## config.mk

```make
export PLATFORM = sky130hd
export DESIGN_NAME = hring_boundary_sched_flat
export DESIGN_NICKNAME = d
export VERILOG_FILES = /design/src/rtl/hring_boundary_sched_pkg.sv /design/src/rtl/hring_boundary_sched_if.sv /design/src/rtl/hring_sched_fifo.sv /design/src/rtl/hring_boundary_sched.sv /design/src/flat_wrapper.sv
export SDC_FILE = /design/constraint.sdc
export NUM_CORES = 1
export LEC_CHECK = 0
export ABC_AREA = 1
export BUFFER_PORTS_ARGS = -buffer_cell sky130_fd_sc_hd__buf_2
export CAP_MARGIN = 30
export CORE_MARGIN = 1
export CORE_UTILIZATION = 50
export CTS_CLUSTER_SIZE = 20
export DETAILED_ROUTE_END_ITERATION = 16
export PLACE_DENSITY = 0.7
export SLEW_MARGIN = 0
export SYNTH_ARGS = -nofsm -noshare
export SYNTH_HDL_FRONTEND = slang
export SYNTH_HIERARCHICAL = 1
export SYNTH_SLANG_ARGS = --single-unit
```

## constraint.sdc

```tcl
create_clock -name clk -period 10.8 [get_ports clk]
set_input_delay 1.62 -clock clk [delete_from_list [all_inputs] [get_ports clk]]
set_output_delay 1.62 -clock clk [all_outputs]
set_load 0.02 [all_outputs]
```

## src/rtl/hring_boundary_sched_pkg.sv

```systemverilog
// Shared types for the hierarchical-ring boundary slot scheduler.
// Flit width, FSM state encodings, source-select enum and a saturating-increment helper.
package hring_boundary_sched_pkg;

    localparam int unsigned CONTROL_W = 144;
    localparam int unsigned STAT_W    = 16;

    typedef logic [CONTROL_W-1:0] flit_t;

    typedef enum logic [1:0] {
        HRS_NORMAL = 2'd0,
        HRS_STARVE = 2'd1,
        HRS_DRAIN  = 2'd2
    } hrs_state_e;

    typedef enum logic [1:0] {
        SEL_NONE = 2'd0,
        SEL_RING = 2'd1,
        SEL_BUF  = 2'd2,
        SEL_INJ  = 2'd3
    } sel_e;

    function automatic logic [STAT_W-1:0] sat_inc(input logic [STAT_W-1:0] v);
        return (v == '1) ? v : v + STAT_W'(1);
    endfunction

endpackage

```

## src/rtl/hring_boundary_sched_if.sv

```systemverilog
// Ring / injection / boundary-slot signal bundle for hring_boundary_sched.
interface hring_boundary_sched_if;
    import hring_boundary_sched_pkg::*;

    logic  ring_valid;
    flit_t ring_flit;
    logic  inj_valid;
    flit_t inj_flit;
    logic  inj_ready;
    logic  out_valid;
    flit_t out_flit;

    modport master (
        output ring_valid, ring_flit, inj_valid, inj_flit,
        input  inj_ready, out_valid, out_flit
    );

    modport slave (
        input  ring_valid, ring_flit, inj_valid, inj_flit,
        output inj_ready, out_valid, out_flit
    );

endinterface

```

## src/rtl/hring_sched_fifo.sv

```systemverilog
// Circular deflection buffer: DEPTH x W, wrap-around pointers, async active-high reset.
// Push when full and pop when empty are ignored.
module hring_sched_fifo #(
    parameter int unsigned DEPTH = 4,
    parameter int unsigned W     = 144
) (
    input  logic                     clk,
    input  logic                     rst,
    input  logic                     i_push,
    input  logic [W-1:0]             i_din,
    input  logic                     i_pop,
    output logic [W-1:0]             o_head,
    output logic                     o_full,
    output logic                     o_empty,
    output logic [$clog2(DEPTH):0]   o_count
);

    localparam int unsigned PTR_W = $clog2(DEPTH);
    localparam int unsigned CNT_W = PTR_W + 1;

    logic [W-1:0]     r_mem [DEPTH];
    logic [PTR_W-1:0] r_wr_ptr;
    logic [PTR_W-1:0] r_rd_ptr;
    logic [CNT_W-1:0] r_count;
    logic             w_do_push;
    logic             w_do_pop;

    assign o_full    = (r_count == CNT_W'(DEPTH));
    assign o_empty   = (r_count == '0);
    assign o_count   = r_count;
    assign o_head    = r_mem[r_rd_ptr];
    assign w_do_push = i_push && !o_full;
    assign w_do_pop  = i_pop && !o_empty;

    // Storage carries no reset; occupancy alone defines validity.
    always_ff @(posedge clk) begin
        if (w_do_push) r_mem[r_wr_ptr] <= i_din;
    end

    always_ff @(posedge clk or posedge rst) begin
        if (rst) begin
            r_wr_ptr <= '0;
            r_rd_ptr <= '0;
            r_count  <= '0;
        end else begin
            if (w_do_push) r_wr_ptr <= r_wr_ptr + PTR_W'(1);
            if (w_do_pop)  r_rd_ptr <= r_rd_ptr + PTR_W'(1);
            case ({w_do_push, w_do_pop})
                2'b10:   r_count <= r_count + CNT_W'(1);
                2'b01:   r_count <= r_count - CNT_W'(1);
                default: r_count <= r_count;
            endcase
        end
    end

endmodule

```

## src/rtl/hring_boundary_sched.sv

```systemverilog
// Boundary slot scheduler: merges through-ring flits, a deflection buffer and an injection port.
// Optional saturating statistics are built when HRING_SCHED_STATS_EN is defined.
module hring_boundary_sched
    import hring_boundary_sched_pkg::*;
#(
    parameter int unsigned BUF_DEPTH  = 4,
    parameter int unsigned STARVE_MAX = 8,
    parameter int unsigned CNT_W      = 4
) (
    input  logic                        clk,
    input  logic                        rst,
    hring_boundary_sched_if.slave       bus,
    output logic [$clog2(BUF_DEPTH):0]  o_buf_count,
    output logic [STAT_W-1:0]           o_stat_defl,
    output logic [STAT_W-1:0]           o_stat_inj
);

    logic             w_full;
    logic             w_empty;
    logic             w_push;
    logic             w_pop;
    logic             w_starving;
    logic             w_defl;
    logic             w_inj_starve;
    logic             w_inj_ready;
    logic             w_drain_pending;
    flit_t            w_buf_head;
    flit_t            w_sel_flit;
    sel_e             w_sel;
    hrs_state_e       r_state;
    hrs_state_e       w_state_nxt;
    logic [CNT_W-1:0] r_starve_cnt;
    logic             r_out_valid;
    flit_t            r_out_flit;

    hring_sched_fifo #(
        .DEPTH (BUF_DEPTH),
        .W     (CONTROL_W)
    ) u_fifo (
        .clk     (clk),
        .rst     (rst),
        .i_push  (w_push),
        .i_din   (bus.ring_flit),
        .i_pop   (w_pop),
        .o_head  (w_buf_head),
        .o_full  (w_full),
        .o_empty (w_empty),
        .o_count (o_buf_count)
    );

    assign w_starving = bus.inj_valid && (r_starve_cnt >= CNT_W'(STARVE_MAX));

    // Priority selection; ring flits are either sent or parked, never dropped.
    always_comb begin
        w_sel        = SEL_NONE;
        w_push       = 1'b0;
        w_pop        = 1'b0;
        w_defl       = 1'b0;
        w_inj_starve = 1'b0;
        if (w_starving && bus.ring_valid && !w_full) begin
            w_sel  = SEL_INJ;
            w_push = 1'b1;
            w_defl = 1'b1;
        end else if (w_starving && !bus.ring_valid) begin
            w_sel        = SEL_INJ;
            w_inj_starve = 1'b1;
        end else if (bus.ring_valid) begin
            w_sel = SEL_RING;
        end else if (!w_empty) begin
            w_sel = SEL_BUF;
            w_pop = 1'b1;
        end else if (bus.inj_valid && !w_drain_pending) begin
            w_sel = SEL_INJ;
        end
    end

    always_comb begin
        w_sel_flit = r_out_flit;
        case (w_sel)
            SEL_RING: w_sel_flit = bus.ring_flit;
            SEL_BUF:  w_sel_flit = w_buf_head;
            SEL_INJ:  w_sel_flit = bus.inj_flit;
            default:  w_sel_flit = r_out_flit;
        endcase
    end

    assign w_inj_ready   = !rst && (w_sel == SEL_INJ);
    assign bus.inj_ready = w_inj_ready;
    assign bus.out_valid = r_out_valid;
    assign bus.out_flit  = r_out_flit;

    always_ff @(posedge clk or posedge rst) begin
        if (rst) begin
            r_starve_cnt <= '0;
        end else if (!bus.inj_valid || w_inj_ready) begin
            r_starve_cnt <= '0;
        end else if (r_starve_cnt != '1) begin
            r_starve_cnt <= r_starve_cnt + CNT_W'(1);
        end
    end

    always_ff @(posedge clk or posedge rst) begin
        if (rst) begin
            r_out_valid <= 1'b0;
            r_out_flit  <= '0;
        end else begin
            r_out_valid <= (w_sel != SEL_NONE);
            r_out_flit  <= w_sel_flit;
        end
    end

    // Mode FSM: state register, next-state, outputs.
    always_ff @(posedge clk or posedge rst) begin
        if (rst) r_state <= HRS_NORMAL;
        else     r_state <= w_state_nxt;
    end

    always_comb begin
        w_state_nxt = r_state;
        case (r_state)
            HRS_NORMAL: begin
                if (w_defl)                          w_state_nxt = HRS_DRAIN;
                else if (w_starving && !w_inj_starve) w_state_nxt = HRS_STARVE;
            end
            HRS_STARVE: begin
                if (w_defl)                              w_state_nxt = HRS_DRAIN;
                else if (w_inj_starve || !bus.inj_valid) w_state_nxt = HRS_NORMAL;
            end
            HRS_DRAIN: begin
                if (w_starving && !w_defl && !w_inj_starve) w_state_nxt = HRS_STARVE;
                else if (w_empty && !w_defl)                w_state_nxt = HRS_NORMAL;
            end
            default: w_state_nxt = HRS_NORMAL;
        endcase
    end

    always_comb begin
        w_drain_pending = 1'b0;
        if (r_state == HRS_DRAIN) w_drain_pending = !w_empty;
    end

`ifdef HRING_SCHED_STATS_EN
    logic [STAT_W-1:0] r_stat_defl;
    logic [STAT_W-1:0] r_stat_inj;

    always_ff @(posedge clk or posedge rst) begin
        if (rst) begin
            r_stat_defl <= '0;
            r_stat_inj  <= '0;
        end else begin
            if (w_defl)      r_stat_defl <= sat_inc(r_stat_defl);
            if (w_inj_ready) r_stat_inj  <= sat_inc(r_stat_inj);
        end
    end

    assign o_stat_defl = r_stat_defl;
    assign o_stat_inj  = r_stat_inj;
`else
    assign o_stat_defl = '0;
    assign o_stat_inj  = '0;
`endif

endmodule

```

## src/flat_wrapper.sv

```systemverilog
// flat-port wrapper written by rule: the top's interface ports become plain ports
module hring_boundary_sched_flat import hring_boundary_sched_pkg::*;
#(
    parameter int unsigned BUF_DEPTH  = 4,
    parameter int unsigned STARVE_MAX = 8,
    parameter int unsigned CNT_W      = 4
)
  (clk, rst, o_buf_count, o_stat_defl, o_stat_inj, bus_ring_valid, bus_ring_flit, bus_inj_valid, bus_inj_flit, bus_inj_ready, bus_out_valid, bus_out_flit);
  hring_boundary_sched_if bus_i ();
  input  logic clk;
  input  logic rst;
  output logic [$clog2(BUF_DEPTH):0] o_buf_count;
  output logic [STAT_W-1:0] o_stat_defl;
  output logic [STAT_W-1:0] o_stat_inj;
  input wire logic [$bits(bus_i.ring_valid)-1:0] bus_ring_valid;
  input wire logic [$bits(bus_i.ring_flit)-1:0] bus_ring_flit;
  input wire logic [$bits(bus_i.inj_valid)-1:0] bus_inj_valid;
  input wire logic [$bits(bus_i.inj_flit)-1:0] bus_inj_flit;
  output wire logic [$bits(bus_i.inj_ready)-1:0] bus_inj_ready;
  output wire logic [$bits(bus_i.out_valid)-1:0] bus_out_valid;
  output wire logic [$bits(bus_i.out_flit)-1:0] bus_out_flit;
  assign bus_i.ring_valid = bus_ring_valid;
  assign bus_i.ring_flit = bus_ring_flit;
  assign bus_i.inj_valid = bus_inj_valid;
  assign bus_i.inj_flit = bus_inj_flit;
  assign bus_inj_ready = bus_i.inj_ready;
  assign bus_out_valid = bus_i.out_valid;
  assign bus_out_flit = bus_i.out_flit;
  hring_boundary_sched #(.BUF_DEPTH(BUF_DEPTH), .STARVE_MAX(STARVE_MAX), .CNT_W(CNT_W)) u_core (.clk(clk), .rst(rst), .bus(bus_i), .o_buf_count(o_buf_count), .o_stat_defl(o_stat_defl), .o_stat_inj(o_stat_inj));
endmodule
```

Word-level counts from Yosys, hierarchy flattened:

Memories as Yosys holds them, arrays and structs flattened.
Cells that the tools add are included.

* eq/ne operators: 12
* order comparisons: 1
* add/sub/neg operators: 5
* reduce and logical (&&, ||, !) cells: 29
* muxes and demuxes: 26

Operators with widths (number)
* $pmux W144 S3: 1
* $mux W2: 11
* $logic_and A1 B1 Y1: 12
* $mux W1: 10
* $eq A2 B2 Y1 const B: 4
* $logic_not A1 Y1: 8
* $mux W4: 2
* $eq A2 B1 Y1 const B: 3
* $ne A3 B2 Y1 const B: 2
* $pmux W2 S3: 1
* $pmux W3 S2: 1
* $reduce_bool A2 Y1: 3
* $add A2 B1 Y2 const B: 2
* $add A4 B1 Y4 const B: 1
* $ge A4 B4 Y1 const B: 1
* $ne A4 B4 Y1 const B: 1
* $add A3 B1 Y3 const B: 1
* $eq A3 B3 Y1 const B: 1
* $logic_not A3 Y1: 1
* $ne A3 B1 Y1 const B: 1
* $reduce_and A3 Y1: 1
* $reduce_bool A3 Y1: 1
* $sub A3 B1 Y3 const B: 1
* $logic_not A2 Y1: 1
* $logic_or A1 B1 Y1: 2

* memories kept: 1
* logic and storage cells: 81
* output and inout bits: 181
* bits in writable memories: 576
* bits of input ports: 292
* bits in registers: 158

Memories
* u_core.u_fifo.r_mem: depth 4, bits a word 144, read ports 1, clocked after Yosys merged registers in 0, write ports 1, RTL line hring_sched_fifo.sv:21 `logic [W-1:0] r_mem [DEPTH];`

Logic depth before layout (Yosys ltp):

Gate-level depths: netlist (run 1).

* depth in word-level cells: 14
* mapped depth: 17
* depth with buffers taken out: 16

Modules after synthesis:

Netlist (run 1), hierarchy kept.

By module, submodules not included
* hring_sched_fifo: times used 1, area each 23277.3 µm², cells an instance 1741
* hring_boundary_sched: times used 1, area each 9311.4 µm², cells an instance 1476

Worst setup path after synthesis (run 1):

No wires, ideal clock.

* kind: input to register
* start point: in bus_ring_valid
* end point: mem u_core.u_fifo.r_mem[0][0], enable pin
* buffers on the path: 2
* stages: 8
* arrival time: 8.382 ns
* path slack: 1.768 ns
* required time: 10.150 ns
* path through: inv_2 > nor2_1 > nand2_1 > buf_4 > clkbuf_1 > inv_1 > nand2_1 > nor2_1

* cells in the longest elaborated chain, start to end: 6

RTL lines
* start: declaration: RTL line flat_wrapper.sv:15 `input wire logic [$bits(bus_i.ring_valid)-1:0] bus_ring_valid;`
* $logic_and A1 B1 Y1 (2 in a row): RTL line hring_boundary_sched.sv:60 `if (w_starving && bus.ring_valid && !w_full) begin`
* $mux W1
* named net u_core.w_defl: RTL line hring_boundary_sched.sv:23 `logic w_defl;`
* $logic_and A1 B1 Y1: RTL line hring_sched_fifo.sv:32 `assign w_do_push = i_push && !o_full;`
* $mux W1: RTL line hring_sched_fifo.sv:37 `if (w_do_push) r_mem[r_wr_ptr] <= i_din;`
* $mux W1 (not written as such): RTL line hring_sched_fifo.sv:37
* end: declaration: RTL line hring_sched_fifo.sv:21

The timed path passes the listed nets, and every way through them passes these cells.

Final worst setup path (run 1):

* start point: in bus_inj_valid
* end point: out bus_inj_ready

* cells in the longest elaborated chain, start to end: 8
* elaborated cells on any way between the ends: 12
* those cells by class: 1 x eq/ne; 5 x mux; 6 x reduce/logical

RTL lines
* start: declaration: RTL line flat_wrapper.sv:17 `input wire logic [$bits(bus_i.inj_valid)-1:0] bus_inj_valid;`
* $logic_and A1 B1 Y1: RTL line hring_boundary_sched.sv:72 `end else if (bus.inj_valid && !w_drain_pending) begin`
* $mux W2: RTL line hring_boundary_sched.sv:72
* $mux W2: RTL line hring_boundary_sched.sv:69 `end else if (!w_empty) begin`
* $mux W2: RTL line hring_boundary_sched.sv:67 `end else if (bus.ring_valid) begin`
* $mux W2: RTL line hring_boundary_sched.sv:64 `end else if (w_starving && !bus.ring_valid) begin`
* $mux W2 (*): RTL line hring_boundary_sched.sv:60
* $eq A2 B2 Y1 (*): RTL line hring_boundary_sched.sv:87 `assign w_inj_ready = !rst && (w_sel == SEL_INJ);`
* $logic_and A1 B1 Y1 (*): RTL line hring_boundary_sched.sv:87
* end: declaration: RTL line flat_wrapper.sv:19 `output wire logic [$bits(bus_i.inj_ready)-1:0] bus_inj_ready;`

Every way passes the cells marked *; elsewhere a longest branch is shown, timed or not.

==> metrics list, run 1 <==
* Post-cts sizing count: 0
- Counting both buffers and inverters, the worst setup path holds a total of 3.
- Highest net fanout along the worst path: 70
* Most area-hungry cell type in the Yosys netlist: sky130_fd_sc_hd__edfxtp_1
* Crit-path slowest cell: sky130_fd_sc_hd__nand2_4
- The floorplan step defined a die boundary enclosing 66,200 um2.
- Per-cell routed wire length: 17.29 um
- Setup Total Neg Slack: 0 ns
- Number of flops mapped to enable cells by yosys: 576
* Wire length after detailed routing: 77.76 mm
- The die is around 260 um wide.
- The worst path in the final design needs a cycle of 5.491 ns, including I/O delays and setup.
- Flip-flop and latch count after synthesis: 732
* Transition at the pin with the smallest max-transition slack: 1.068 ns
- Setup slack on the worst reg-to-reg path comes out at 7.22 ns.
- Synth unique cells: 24
- Setup violations remaining at the end of the flow were counted as 0.
- STA classifies the critical path endpoint as an output pin.
- After routing the design area is about 38,000 um2.
- The floorplan has 93 rows.
* Initial antenna violation count: 8
- Power per Cell Area: 238.8 nW/um2
* Classification of the worst setup path: in -> out
* Family of cells with the greatest summed delay on the critical path: simple AND/OR/NAND/NOR gates
- Starting density of the core: ~51%
- Share of Yosys cell area claimed by the top area cell type: 53.08%
- Mapped cell area: 32,590 um2
* Class of the most critical hold timing path: reg -> reg
- Worst r2r dst: u_core/bus.out_flit[75]
- Maximum cell stage delay along the critical path: 0.64 ns
* CP Launch Type: input pin
- Maxcap violations: 0
- After legalization and detailed placement, the total HPWL measured 44.53 mm.
- Clock-pin slew of the registers on the worst-case setup and hold paths: 0.06 ns
* Total DRC errors in the routed layout: 0
- Bufs on Longest Clock Path: 3
* Data arrival time at the worst-slack endpoint: 3.87 ns
* Pre-antenna DRT Iters: 5
- Post-CTS Setup Repair Bufs: 0
- YS warnings: 6
* Chip height: 257.3 um
* IR Drop Worst-Case VDD: around 0.18 mV
- Rel. slew slack: 28.78%
- Weighted congestion reported at the end of routability-driven placement: a little under 0.8
- The number of global-route vias before repair was between 20,000 and 25,000.
- Largest cells by area after synthesis: sky130_fd_sc_hd__edfxtp_1 (53%), sky130_fd_sc_hd__dfrtp_1 (12%), sky130_fd_sc_hd__nand2_1 (8.6%), sky130_fd_sc_hd__o211ai_1 (6.6%), sky130_fd_sc_hd__nor2_1 (6.0%)
- Num Clock Sinks: 732
- In this run, CTS created clock tree buffers numbering 77.
* Global-route wire length before repair: 120.8 mm
- Most frequently used cell type in the post-synthesis netlist: sky130_fd_sc_hd__nand2_1
* Vias after detailed routing: 23,300
- Cells on worst reg2reg path: 11
* Worst reg2reg startpoint: u_core/u_fifo/o_count[1]
* Largest net degree at the start of global routing: 235
- The final-report max-slew violation count was 0.
- Fraction of layout cells with a size suffix above 1: roughly 17%
- In the post-route analysis, the smallest setup slack over all paths is 5.309 ns.
- The count of nets left with antenna violations once routing finished came out at 0.
- The H-tree generated during clock tree synthesis spans 3 levels.
* Total cell area at the placement stage: ~35,000 um2
* Count of buffers from port buffering: between 400 and 500
- Final-report hold violation count: 0
* Worst setup slack before clock tree synthesis: 5.316 ns
- Hold-fix buffer count after cts: 0
- For the worst-skew pair, the clock arrives at the later sink with an insertion delay of 0.62 ns.
- Of the available clock period, the critical path in the final layout requires 50.85%.
* Total Routing Usage GR: 23.29%
- Hold wc startpoint: u_core/u_fifo/o_count[0]
* Worst hold slack: 0.5027 ns
- Fmax achieved: approximately 180 MHz
- Worst hold path cell count: 1
- Post-synthesis average cell area: 10.13 um2
- Synthesis produced 3,217 cells.
- In the synthesized netlist, the cells that appear most often are sky130_fd_sc_hd__nand2_1 (744), sky130_fd_sc_hd__edfxtp_1 (576), sky130_fd_sc_hd__nor2_1 (517).
- Sequential cells were found to cover 65.05% of the synthesized design area.
- Overall overflow remaining after global route: 0
- The final layout contains between 3,000 and 4,000 nets.
* WP data required: a little over 9 ns
* Core Footprint: 64,460 um2
* CTS root buffer: sky130_fd_sc_hd__clkbuf_16
- Number of DRC markers after the initial detailed-route iteration: 1,710
- After detailed routing, the number of vias per cell comes to 5.182.
* Run status: complete, no violations
- RSZ-0062 raised after global routing: no
* Clock Skew: 0.02039 ns
- Relative to the synthesized area, the layout overhead comes to 15.55%.
- Capture endpoint of the worst hold path: u_core/u_fifo/o_count[0]
- Crit path cell chain: buf_2, inv_2, nand2_1, nand2_8, nand2_4, nand2_4, nor2_1, buf_2
- Fraction of registers with async set/reset: a little over a fifth
- During I/O placement, the number of pins put on the boundary was between 400 and 500.
- Total leakage power: approximately 17 nW
- TritonCTS built the clock tree.
- Most used flip-flop cell after synthesis: sky130_fd_sc_hd__edfxtp_1
## stage by stage
stage	utilization, %	total power [mW]	std cells
2_1_floorplan	-	5.611	3248
4_1_cts	58.30	9.049	4486
3_5_place_dp	54.25	6.339	4342
5_1_grt	58.41	9.492	4496
6_report	58.41	8.993	4496
3_3_place_gp	54.25	6.294	4342
## registers in the layout, indices dropped and copies added (netlist names)
signal	count
u_core/r_starve_cnt	4
u_core/bus.out_valid	1
u_core/u_fifo/r_rd_ptr	2
u_core/u_fifo/r_wr_ptr	2
u_core/u_fifo/r_mem	576
u_core/u_fifo/o_count	3
u_core/bus.out_flit	144
## report_power, final
group	internal [mW]	leakage, nW	switching, mW
combinational	0.858	8.64	1.94
sequential	3.32	7.00	0.178
clock	1.61	1.28	1.09
total	5.79	16.9	3.21
## cells in the final DEF (no fill, tap or decap), drive strengths merged, types with 6 or more instances in the layout
master and n:
dfrtp 156, diode 8, ha 7, nand2 746
conb 32, clkinv 30, edfxtp 576, clkbuf 103
bufinv 9, nand3 297, buf 467, inv 394
o21ai 6, o211ai 288, nor2 517
## metal layers
| layer | wire length [um] | vias to the layer above | global-route usage, % | part of all wire [%] |
|---|---|---|---|---|
| li1 | - | 11320 | - | - |
| met1 | 32650 | 11130 | 29.62 | 42 |
| met2 | 38310 | 746 | 39.91 | 49 |
| met3 | 5040 | 106 | 4.206 | 6.5 |
| met4 | 1754 | 0 | 8.268 | 2.3 |
| met5 | 0 | - | 0 | 0 |
## cell type report
type | instances | area (um2)
diodes | 8 | 20.02
clock buffers | 103 | 2117
clock inverters | 41 | 490.5
fillers | 5420 | 26810
inverters | 392 | 1500
multi-input cells | 1898 | 8771
flip-flops and latches | 732 | 21200
well taps | 855 | 1070
repair buffers | 467 | 2482
## cell families (layout without fill, tap and decap cells)
| logic type | after synthesis | count (layout) | share of synthesized area [%] |
|---|---|---|---|
| AOI/OAI and AO/OA | 294 | 294 | 6.727 |
| xor gates and xnor gates | 2 | 2 | 0.05376 |
| adders and majority gates | 8 | 8 | 0.3302 |
| buffers and inverters | 618 | 1003 | 8.662 |
| DFF | 732 | 732 | 65.05 |
| other | 1 | 40 | 0.01151 |
| and+or+nand+nor | 1562 | 1562 | 19.16 |
## worst max path at each step
stage	slack, ns	end	from	depth (start not counted)
finish	5.31	bus_inj_ready	bus_inj_valid	8
global route	5.14	bus_inj_ready	bus_inj_valid	8
CTS	5.31	bus_inj_ready	bus_inj_valid	8
detailed placement	5.32	bus_inj_ready	bus_inj_valid	8
global placement	5.27	bus_inj_ready	bus_inj_valid	8
floorplan	1.77	u_core/u_fifo/r_mem[0][0]	bus_ring_valid	8
Note: power is estimated with default switching activity, not from simulation.
==> inputs of run 2 (changes only) <==
- ABC_AREA: 1 -> 0
- PLACE_DENSITY: 0.7 -> 0.73
- clock period: 10.8 -> 4.9 ns (I/O delays scaled with it)
==> metrics list, run 2 <==
- The number of antenna violations at the first check in global routing was 14.
* Class of the most critical hold timing path: in -> async
- FILL cells: ~4,400
- Number of DRC markers after the initial detailed-route iteration: 1,947
* Mapped cell area: just over 30,000 um2
* Die width: 248.5 um
- Leading cell type in the layout, fill and taps excluded: sky130_fd_sc_hd__edfxtp_1
- Wire length after detailed routing: ~76 mm
* Vias after detailed routing: 19,100
- Total buffers and inverters traversed by the critical path: 2
- Hold-fix buffer count after cts: 0
- Final cell area excluding filler cells: 35,550 um2
- For this run, the register share of the synthesized area comes to roughly 70%.
- The worst setup path is launched from a register.
* TritonCTS clock tree: yes
- Chip height: 248.5 um
- Run status: complete, no violations
* WP data required: between 4 and 5 ns
- Most area-hungry cell type in the Yosys netlist: sky130_fd_sc_hd__edfxtp_1
* Detailed-route vias per instance: about 6.3
- Family of cells with the greatest summed delay on the critical path: buffers and inverters
- Bufs on Longest Clock Path: 3
* Classification of the worst setup path: reg -> out
* Fraction of layout cells with a size suffix above 1: approximately a third
- Total area of multi-input combinational cells: 8225 um2
- Global-route wire length before repair: 114.9 mm
- Largest cells by area after synthesis: sky130_fd_sc_hd__edfxtp_1 (57%), sky130_fd_sc_hd__dfrtp_1 (13%), sky130_fd_sc_hd__mux4_2 (11%), sky130_fd_sc_hd__o211ai_1 (3.6%), sky130_fd_sc_hd__o221ai_1 (3.0%)
- Prior to clock tree synthesis, the placed netlist has a worst setup slack of 1.545 ns.
* Top library cells by usage in the layout, fill and taps aside: sky130_fd_sc_hd__edfxtp_1 (576), sky130_fd_sc_hd__buf_2 (438), sky130_fd_sc_hd__dfrtp_1 (154)
* Pre-antenna DRT Iters: 6
- After layout, the minimum clock period comes to 3.782 ns.
- Maximum level of the CTS H-tree: 3
* Final HPWL DP: 46.01 mm
- The number of global-route vias before repair is 19,120.
* Setup Total Neg Slack: 0 ns
* Post-synthesis average cell area: 16.94 um2
- For the worst setup path, the data arrival time is just over 3 ns.
- Crit path cell chain: nor3b_1, nor2b_4, buf_4, o21ai_0, nor2_1, buf_2
- CTS root buffer: sky130_fd_sc_hd__clkbuf_16
* Fmax achieved: approximately 260 MHz
- Largest net degree at the start of global routing: 95
- Die Area: 61,760 um2
* Most frequently used cell type in the post-synthesis netlist: sky130_fd_sc_hd__edfxtp_1
* Clock Skew: 0.02408 ns
* Final-report hold violation count: 0
- Max reg flops: 576
* Total DRC errors in the routed layout: 0
* Register-to-register path setup slack: 1.76 ns
- Setup violations remaining at the end of the flow were counted as 0.
- In this run the tightest slew margin relative to its limit is 29.04%.
- Final net count: about 2,500
* Pins Over Slew Limit: 0
* Fraction of registers with async set/reset: 21.31%
- The slowest stage of the critical path is the sky130_fd_sc_hd__buf_4 cell.
- The number of clock buffers added by TritonCTS is 76.
- 473 I/O pins were placed.
- VDD sags by at most 0.3214 mV.
- Num rows: 90
- Worst reg2reg startpoint: u_core/u_fifo/o_count[2]
- Power spread over the standard cell area amounts to 512.7 nW/um2.
- The endpoint identified for the worst register-to-register timing path is u_core/bus.out_flit[46].
* Cells on worst reg2reg path: 6
- For the pin with the worst max-slew slack, the measured transition is 1.064 ns.
- Endpoint kind of the worst setup timing path: output pin
- For this run, the number of Yosys warnings is 6.
* Flip-flop and latch count after synthesis: 732
- The most used flip-flop cell after synthesis is sky130_fd_sc_hd__edfxtp_1.
- Counting every sink on the clock net gives around 730.
- Registers take between 20,000 and 25,000 um2.
- Along the worst path, the maximum fanout reaches 78.
- After detailed routing, the average wire length per cell comes to 25.06 um.
- Across the run, the number of max-cap violations was 0.
- Clock-pin slew of the registers on the worst-case setup and hold paths: 0.06 ns
* RSZ-0062 raised after global routing: no
- The placed instances occupy a cell area of 33,030 um2.
- Post-CTS repair changed the size of 0 cells.
- Sorting the synthesized cells by how often they occur yields sky130_fd_sc_hd__edfxtp_1 (576), sky130_fd_sc_hd__dfrtp_1 (156), sky130_fd_sc_hd__o211ai_1 (145).
- The register with the most flip-flops in the final layout is u_core/u_fifo/r_mem.
- The worst path uses 77.19% of the clock period.
- In this run the post-CTS setup repair buffer count came out at 0.
- Setup WS post-layout: 1.118 ns
* Weighted congestion reported at the end of routability-driven placement: 0.8063
- Gate count after technology mapping: 1,794
* Share of Yosys cell area claimed by the top area cell type: about 57%
* Overall overflow remaining after global route: 0
* Total Routing Usage GR: 24.46%
- Number of flops mapped to enable cells by yosys: 576
- Count of buffers from port buffering: 440
- Maximum cell stage delay along the critical path: 0.68 ns
* Starting density of the core: 50.44%
* Synth unique cells: 44
- The core region is 60,250 um2.
* Source-to-sink clock delay at the later pin of the worst-skew pair: 0.62 ns
- Total leakage power: 12.62 nW
- The area growth from synthesis to layout is 16.98%.
- The count of nets left with antenna violations once routing finished came out at 0.
run 2: cell count changes in the layout (fill, tap and decap cells not counted), moves of 7 or more:
cell	before	now
sky130_fd_sc_hd__nand3_1	295	2
sky130_fd_sc_hd__a22oi_1	0	105
sky130_fd_sc_hd__o32a_1	0	38
sky130_fd_sc_hd__buf_12	3	10
sky130_fd_sc_hd__mux4_2	0	144
sky130_fd_sc_hd__nor2_1	513	82
sky130_fd_sc_hd__o21ai_0	5	96
sky130_fd_sc_hd__inv_1	385	11
sky130_fd_sc_hd__o211ai_1	288	145
sky130_fd_sc_hd__nand2_1	742	40
sky130_fd_sc_hd__o221ai_1	0	105
sky130_fd_sc_hd__a21oi_1	0	38
sky130_fd_sc_hd__o21ai_2	0	10
run 2: power breakdown:
part	switching (mW)	internal [mW]
combinational	2.81	2.15
clock	2.34	3.23
sequential	0.516	7.18
total	5.67	12.6
run 2: worst reg2reg max path, cell delays in order, from the launching register on:
cell                       delay, ns
sky130_fd_sc_hd__dfrtp_1        0.43
sky130_fd_sc_hd__nor3b_1        0.21
sky130_fd_sc_hd__nor2b_4        0.14
sky130_fd_sc_hd__buf_4          0.68
sky130_fd_sc_hd__o22a_4         0.74
sky130_fd_sc_hd__buf_4          0.52
sky130_fd_sc_hd__o221ai_1       0.22
run 2: worst max path at each step:
| stage | cells past startpoint | end | from | slack, ns |
|---|---|---|---|---|
| 2_1_floorplan | 1 | u_core/bus.out_flit[0] | rst | 0.14 |
| 3_3_place_gp | 5 | u_core/u_fifo/r_mem[0][67] | bus_inj_valid | 1.61 |
| 3_5_place_dp | 5 | u_core/u_fifo/r_mem[0][69] | bus_inj_valid | 1.55 |
| 4_1_cts | 6 | bus_inj_ready | u_core/u_fifo/o_count[2] | 1.06 |
| 5_1_grt | 5 | bus_inj_ready | u_core/r_starve_cnt[3] | 0.95 |
| 6_report | 6 | bus_inj_ready | u_core/u_fifo/o_count[2] | 1.12 |
run 2: cell type report:
cell class | count | share of cell area [%]
Inverter | 12 | 0.1408
Timing Repair Buffer | 472 | 7.427
Multi-Input combinational cell | 882 | 23.14
Sequential cell | 732 | 59.66
Clock inverter | 37 | 0.7990
Tap cell | 782 | 2.753
Clock buffer | 104 | 6.023
Antenna cell | 8 | 0.05632
run 2: logic make-up (layout without fill, tap and decap cells):
logic type / count (synthesis) / after routing / synth area share (%)
adders and majority gates: 8 / 8 / 0.3541
AOI/OAI and AO/OA: 546 / 546 / 13.20
muxes: 147 / 147 / 10.78
and+or+nand+nor: 142 / 142 / 1.997
other: 1 / 40 / 0.01234
buffers and inverters: 211 / 625 / 3.697
DFF: 732 / 732 / 69.77
xor gates and xnor gates: 7 / 7 / 0.2018
run 2: routing by layer:
layer,global-route usage [%],share of wire (%)
met1,33.12,40
met2,39.08,48
met3,4.857,8.3
met4,10.04,3.3
met5,0,0.080
run 2: metrics by stage:
stage	hold slack (ns)	utilization [%]	cells	total power [mW]
final	0.1352	59.00	3029	18.22
after global routing	0.1506	59.00	3028	18.96
after CTS	0.1200	58.85	3018	18.36
after detailed placement	0.5123	54.82	2877	12.77
after global placement	0.5054	54.77	2876	12.66
after floorplan	0.5340	-	1825	11.27
